[config.mk]
export PLATFORM = sky130hd
export DESIGN_NAME = shift_rotate_pipe
export DESIGN_NICKNAME = d
export VERILOG_FILES = /design/src/rtl/shift_rotate_pipe.sv
export SDC_FILE = /design/constraint.sdc
export NUM_CORES = 1
export LEC_CHECK = 0
export CORE_ASPECT_RATIO = 0.5
export CORE_MARGIN = 2
export CORE_UTILIZATION = 45
export CTS_CLUSTER_DIAMETER = 40
export DETAILED_ROUTE_END_ITERATION = 6
export GPL_TIMING_DRIVEN = 0
export PLACE_DENSITY = 0.67
export SLEW_MARGIN = 25
export SYNTH_ARGS = -nofsm -noshare
export SYNTH_HDL_FRONTEND = slang
export SYNTH_SLANG_ARGS = --single-unit
[constraint.sdc]
create_clock -name clk -period 2.1 [get_ports clk]
set_input_delay 0.42 -clock clk [delete_from_list [all_inputs] [get_ports clk]]
set_output_delay 0.42 -clock clk [all_outputs]
set_load 0.05 [all_outputs]
[src/rtl/shift_rotate_pipe.sv]
// Pipelined barrel shifter/rotator: stage k applies a 2^k step when shamt bit k is set.
// Elastic valid/ready chain with back-pressure; the last stage doubles as the output register.
module shift_rotate_pipe #(
  parameter  int WIDTH = 8,
  localparam int SHW   = $clog2(WIDTH)
) (
  input  logic             clk,
  input  logic             rst_n,
  input  logic             flush,
  input  logic             in_valid,
  output logic             in_ready,
  input  logic [WIDTH-1:0] in_data,
  input  logic [SHW-1:0]   in_shamt,
  input  logic [2:0]       in_mode,
  output logic             out_valid,
  input  logic             out_ready,
  output logic [WIDTH-1:0] out_data,
  output logic             out_carry,
  output logic             out_zero
);

  // One power-of-two step; returns {carry, data}. Carry tracks the last bit pushed out.
  function automatic logic [WIDTH:0] shift_step(
    input logic [WIDTH-1:0] d,
    input logic [2:0]       mode,
    input logic             en,
    input logic             cin,
    input int               sh
  );
    logic [WIDTH-1:0] res;
    logic             cout;
    logic [SHW-1:0]   lo_idx;
    logic [SHW-1:0]   hi_idx;
    lo_idx = SHW'(sh - 1);
    hi_idx = SHW'(WIDTH - sh);
    res    = d;
    cout   = cin;
    if (en) begin
      case (mode)
        3'b000: begin res = d >> sh;            cout = d[lo_idx]; end
        3'b001: begin res = d << sh;            cout = d[hi_idx]; end
        3'b010: begin res = $signed(d) >>> sh;  cout = d[lo_idx]; end
        3'b011: res = (d >> sh) | (d << (WIDTH - sh));
        3'b100: res = (d << sh) | (d >> (WIDTH - sh));
        default: ;
      endcase
    end
    return {cout, res};
  endfunction

  logic [SHW:0]   w_ready;
  logic [SHW-1:0] w_valid;

  assign w_ready[SHW] = out_ready;
  assign in_ready     = w_ready[0] && !flush;

  for (genvar gi = 0; gi < SHW; gi++) begin : g_ready
    assign w_ready[gi] = !w_valid[gi] || w_ready[gi+1];
  end

  // Inner stages carry only the shamt bits still to be consumed, so each register narrows by one.
  for (genvar gi = 0; gi < SHW - 1; gi++) begin : g_stage
    logic [WIDTH-1:0]  w_din;
    logic [SHW-gi-1:0] w_sh;
    logic [2:0]        w_mode;
    logic              w_cin;
    logic              w_vin;
    logic [WIDTH:0]    w_step;
    logic [WIDTH-1:0]  r_data;
    logic [SHW-gi-2:0] r_shamt;
    logic [2:0]        r_mode;
    logic              r_carry;
    logic              r_valid;

    if (gi == 0) begin : g_src
      assign w_din  = in_data;
      assign w_sh   = in_shamt;
      assign w_mode = in_mode;
      assign w_cin  = 1'b0;
      assign w_vin  = in_valid;
    end else begin : g_src
      assign w_din  = g_stage[gi-1].r_data;
      assign w_sh   = g_stage[gi-1].r_shamt;
      assign w_mode = g_stage[gi-1].r_mode;
      assign w_cin  = g_stage[gi-1].r_carry;
      assign w_vin  = g_stage[gi-1].r_valid;
    end

    assign w_step      = shift_step(w_din, w_mode, w_sh[0], w_cin, 1 << gi);
    assign w_valid[gi] = r_valid;

    always_ff @(posedge clk or negedge rst_n) begin
      if (!rst_n) begin
        r_valid <= 1'b0;
        r_data  <= '0;
        r_shamt <= '0;
        r_mode  <= '0;
        r_carry <= 1'b0;
      end else if (flush) begin
        r_valid <= 1'b0;
      end else if (w_ready[gi]) begin
        r_valid <= w_vin;
        r_data  <= w_step[WIDTH-1:0];
        r_carry <= w_step[WIDTH];
        r_mode  <= w_mode;
        r_shamt <= w_sh[SHW-gi-1:1];
      end
    end
  end

  logic [WIDTH:0]   w_last_step;
  logic             r_out_valid;
  logic [WIDTH-1:0] r_out_data;
  logic             r_out_carry;
  logic             r_out_zero;

  assign w_last_step = shift_step(g_stage[SHW-2].r_data, g_stage[SHW-2].r_mode,
                                  g_stage[SHW-2].r_shamt[0], g_stage[SHW-2].r_carry,
                                  1 << (SHW - 1));
  assign w_valid[SHW-1] = r_out_valid;

  always_ff @(posedge clk or negedge rst_n) begin
    if (!rst_n) begin
      r_out_valid <= 1'b0;
      r_out_data  <= '0;
      r_out_carry <= 1'b0;
      r_out_zero  <= 1'b0;
    end else if (flush) begin
      r_out_valid <= 1'b0;
    end else if (w_ready[SHW-1]) begin
      r_out_valid <= g_stage[SHW-2].r_valid;
      r_out_data  <= w_last_step[WIDTH-1:0];
      r_out_carry <= w_last_step[WIDTH];
      r_out_zero  <= (w_last_step[WIDTH-1:0] == '0);
    end
  end

  assign out_valid = r_out_valid;
  assign out_data  = r_out_data;
  assign out_carry = r_out_carry;
  assign out_zero  = r_out_zero;

endmodule

## Word level (Yosys, flattened, before mapping)

Index checks and enable logic that the tools add are counted.

- Mux-type cells: 18
- Bitwise operators: 6
- Reductions and logical operators: 22
- Equality and inequality tests: 12

Operators by type and width:

| cell | number |
|---|---|
| $pmux W8 S5 | 2 |
| $pmux W8 S4 | 1 |
| $mux W8 | 3 |
| $eq A3 B2 Y1 const B | 6 |
| $eq A3 B1 Y1 const B | 3 |
| $eq A3 B3 Y1 const B | 3 |
| $logic_not A3 Y1 | 3 |
| $mux W1 | 9 |
| $logic_not A8 Y1 | 1 |
| $or A6 B8 Y8 | 1 |
| $or A7 B8 Y8 | 1 |
| $or A8 B1 Y8 | 1 |
| $or A8 B2 Y8 | 1 |
| $or A8 B4 Y8 | 1 |
| $reduce_or A2 Y1 | 4 |
| $pmux W1 S2 | 3 |
| $reduce_and A2 Y1 | 3 |
| $reduce_bool A2 Y1 | 3 |
| $logic_not A1 Y1 | 4 |
| $logic_or A1 B1 Y1 | 3 |
| $logic_and A1 B1 Y1 | 1 |
| $not A1 Y1 | 1 |

- Register bits: 40
- Input bits: 19

## Longest topological paths before layout

- Depth after elaboration: 6
- Depth in mapped cells: 7
- Gate-level depth less buffers: 6

## Worst setup path before layout

No wires, ideal clock.

- Path type: register -> output
- Start point: register r_out_valid, in the netlist out_valid
- End point: output port in_ready
- Arrival time: 1633 ps
- Cell stages (with the launch flop): 5
- Slack: 47 ps
- Cells stage by stage: dfrtp_1 nor2b_1 and2_1 a21o_1 clkinv_1

- Longest elaborated chain between the ends: 5

Ends and longest elaborated chain:

| item | RTL line | text |
|---|---|---|
| start, declared | 112 | `logic r_out_valid;` |
| start signal, assigned | 131 | `r_out_valid <= g_stage[SHW-2].r_valid;` |
| $logic_not A1 Y1 | 58 | `assign w_ready[gi] = !w_valid[gi] \|\| w_ready[gi+1];` |
| $logic_or A1 B1 Y1 (3 in series) | 58 |  |
| $logic_and A1 B1 Y1 | 55 | `assign in_ready = w_ready[0] && !flush;` |
| end, declared | 11 | `output logic in_ready,` |

No other way between the ends.

## Worst setup path after layout

- Start point: input port out_ready
- End point: output port in_ready

- Longest elaborated chain between the ends: 4

Ends and longest elaborated chain:

| item | RTL line | text |
|---|---|---|
| start, declared | 16 | `input logic out_ready,` |
| $logic_or A1 B1 Y1 (3 in series) | 58 |  |
| $logic_and A1 B1 Y1 | 55 |  |

No other way between the ends.

==> results.tsv <==
metric	value	unit
status	finished, violations left	
violations	negative hold slack	
period_share	0.964	
dp_hpwl	4040	µm
total_power	2330	µW
die_h	54.7	µm
core_area	4930	µm²
grt_max_degree	29	
clock_path_buffers	2	
arrival	1600	ps
vias_per_cell	5.64	
period_minus_slack	2020	ps
worstSetupPathType	primary input to output pin	
max_stage_delay	410	ps
powerDensity	829	nW/µm²
grt_pass1_wl	8960	µm
rsz0062_at_grt	no	
clock_latency	300	ps
start_kind	primary input	
area_growth	21.7	%
path_max_fanout	8	
grt_pass1_vias	1844	
yosys_warnings	0	
synth_area_leaders	dfrtp_1 (43%), nand2_1 (8.6%), o21ai_0 (4.5%)	
worstPathCellList	clkdlybuf4s50_1 -> nor2b_2 -> and2_4 -> a21o_1 -> clkinv_4 -> buf_6	
timing.slew.headroom	0.665	
whs	-1.75	ps
drc_errors	0	
wl	5460	µm
start_util	0.469	
finalSetupViolCount	0	
clock-sinks	40	
first_pass_iters	4	
cts-htree-levels	2	
cpMaxStageDelayCell	clkdlybuf4s50_1	
ios	31	
fin_ws	75.7	ps
synthMuxAreaShare	0.0357	
numPortBuffers	28	
final_layout_size_suffix_gt1_frac	0.107	
synth.distinct_cells	47	
track_usage	0.200	
synthesis.area	2310	µm²
worstMarginPinSlew	500	ps
synth_edf_count	0	
cts-root-buf	clkbuf_8	
gp_congestion	0.942	
clock.fmax	494	MHz
cap_violations	0	
ant_nets	0	
dpl_cell_area	2700	µm²
synthCells	270	
place_ws	-833	ps
hold_violations	6	
synth_top_family_by_area	compound AO/OA/AOI/OAI gates	
die_w	105	µm
hold_class	primary input to asynchronous set/reset pin	
dominantRegCellSynth	dfrtp_1	
fillers	459	
yosysTopAreaCellShare	0.433	
ys_seq_elements	40	
yosys.area_share.simple	0.180	
multi_input_area	1190	µm²
synthXorXnorAreaFrac	0.00379	
rows	18	
fin_worst_skew	4.71	ps
async_flop_share	1.00	
cts_tree	yes	
antenna_found_initial	0	
regArea	1000	µm²
critPathRequiredTime	1680	ps
syn-num-nets	289	
synthTopCellsByCount	nand2_1 (53), dfrtp_1 (40), o21ai_0 (21), o21ai_1 (20)	
fin_nets	327	
vias	2138	
die-area	5770	µm²
numCtsBuffers	5	
synth_compound_area_frac	0.290	
synth_adder_area_share	0.00433	
slew_viol_final	0	
wire_per_inst	14.4	µm
drt_iter0_drc	71	
hold_buffers	0	
yosysMostFrequentCell	nand2_1	
seq_area_frac_synth	0.433	
antenna_cells	0	
cp-end-kind	output pin	
clkTransAtPathRegs	80	ps
grt-ovfl-total	0	
fin_area	2820	µm²
power_leakage	0.00117	µW
ir_drop	0.403	mV
yosysTopAreaCell	dfrtp_1	
synth_area_per_cell	8.57	µm²
## worst max-delay path: cells and delay by family
family | cells | cell delay, ps
buf+inv | 3 | 700
simple gates | 2 | 310
compound gates | 1 | 190
## metrics by stage
stage	TNS [ps]	util	cells
final	0	0.571	379
after global routing	0	0.571	379
after CTS	0	0.570	379
after detailed placement	-879	0.547	369
after global placement	-11800	0.544	368
after floorplan	0	-	270
## power breakdown
part           switching [µW]  internal, µW
sequential                120           883
clock                     277           262
combinational             475           316
total                     872          1460
## flip-flops by register name (all words and copies together) (netlist names)
signal           count
g_stage.r_shamt      3
g_stage.r_data      16
g_stage.r_mode       6
out_valid            1
out_data             8
out_carry            1
g_stage.r_carry      2
out_zero             1
g_stage.r_valid      2
## final timing paths
path / start / endpoint / slack [ps] / cells after the start
max in group asynchronous: rst_n / out_data[6] / 1660 / 2
min reg2reg: out_zero / out_zero / 480 / 2
min: rst_n / g_stage[0].r_data[5] / -2 / 1
max: out_ready / in_ready / 80 / 6
max reg2reg: g_stage[0].r_mode[0] / g_stage[1].r_data[0] / 440 / 7
min in group clk: in_mode[0] / g_stage[0].r_mode[0] / 430 / 3
## placed cells by master (no fill, tap or decap), drive strengths merged, types with 2 or more instances in the layout
| cell type | Yosys | final |
|---|---|---|
| a21o | 2 | 2 |
| a21oi | 8 | 8 |
| a222oi | 3 | 3 |
| a22o | 2 | 2 |
| a22oi | 3 | 3 |
| and2 | 2 | 2 |
| buf | 13 | 18 |
| clkbuf | 7 | 13 |
| clkdlybuf4s50 | 0 | 26 |
| clkinv | 2 | 4 |
| dfrtp | 40 | 40 |
| inv | 4 | 4 |
| mux2 | 4 | 4 |
| mux2i | 3 | 3 |
| nand2 | 53 | 53 |
| nand2b | 7 | 7 |
| nor2 | 14 | 14 |
| nor2b | 6 | 6 |
| nor3b | 2 | 2 |
| o211ai | 2 | 2 |
| o21a | 3 | 3 |
| o21ai | 41 | 41 |
| o221ai | 2 | 2 |
| o22a | 8 | 8 |
| o22ai | 14 | 14 |
| o2bb2ai | 4 | 4 |
| o311ai | 4 | 4 |
| or2 | 3 | 3 |
## timing repair
| action | 4_1_cts | 5_1_grt |
|---|---|---|
| hold endpoints to repair | 0 | 0 |
| setup buffers | 2 | 0 |
| pin swaps | 1 | 0 |
| gates resized for setup | 10 | 1 |
| setup endpoints to repair | 1 | 1 |
## final cells by class
| cell class | count | share of cell area |
|---|---|---|
| multi-input combinational | 204 | 0.424 |
| sequential | 40 | 0.356 |
| timing repair buffer | 31 | 0.111 |
| buffer | 20 | 0.0356 |
| tap | 70 | 0.0311 |
| clock buffer | 6 | 0.0293 |
| inverter | 6 | 0.00978 |
| clock inverter | 2 | 0.00356 |
## logic make-up (layout without fill, tap and decap cells)
group,after synthesis,count (layout)
compound gates,103,103
simple gates,92,92
flops,40,40
buf+inv,26,65
mux,7,7
fa+ha+maj,1,1
xor+xnor,1,1
## layer usage
metal | global-route usage | wire (µm)
met1 | 0.255 | 2610
met2 | 0.352 | 2530
met3 | 0.0417 | 264
met4 | 0.0667 | 60
met5 | 0 | 0
No activity file was read; power rests on OpenSTA's default activity.
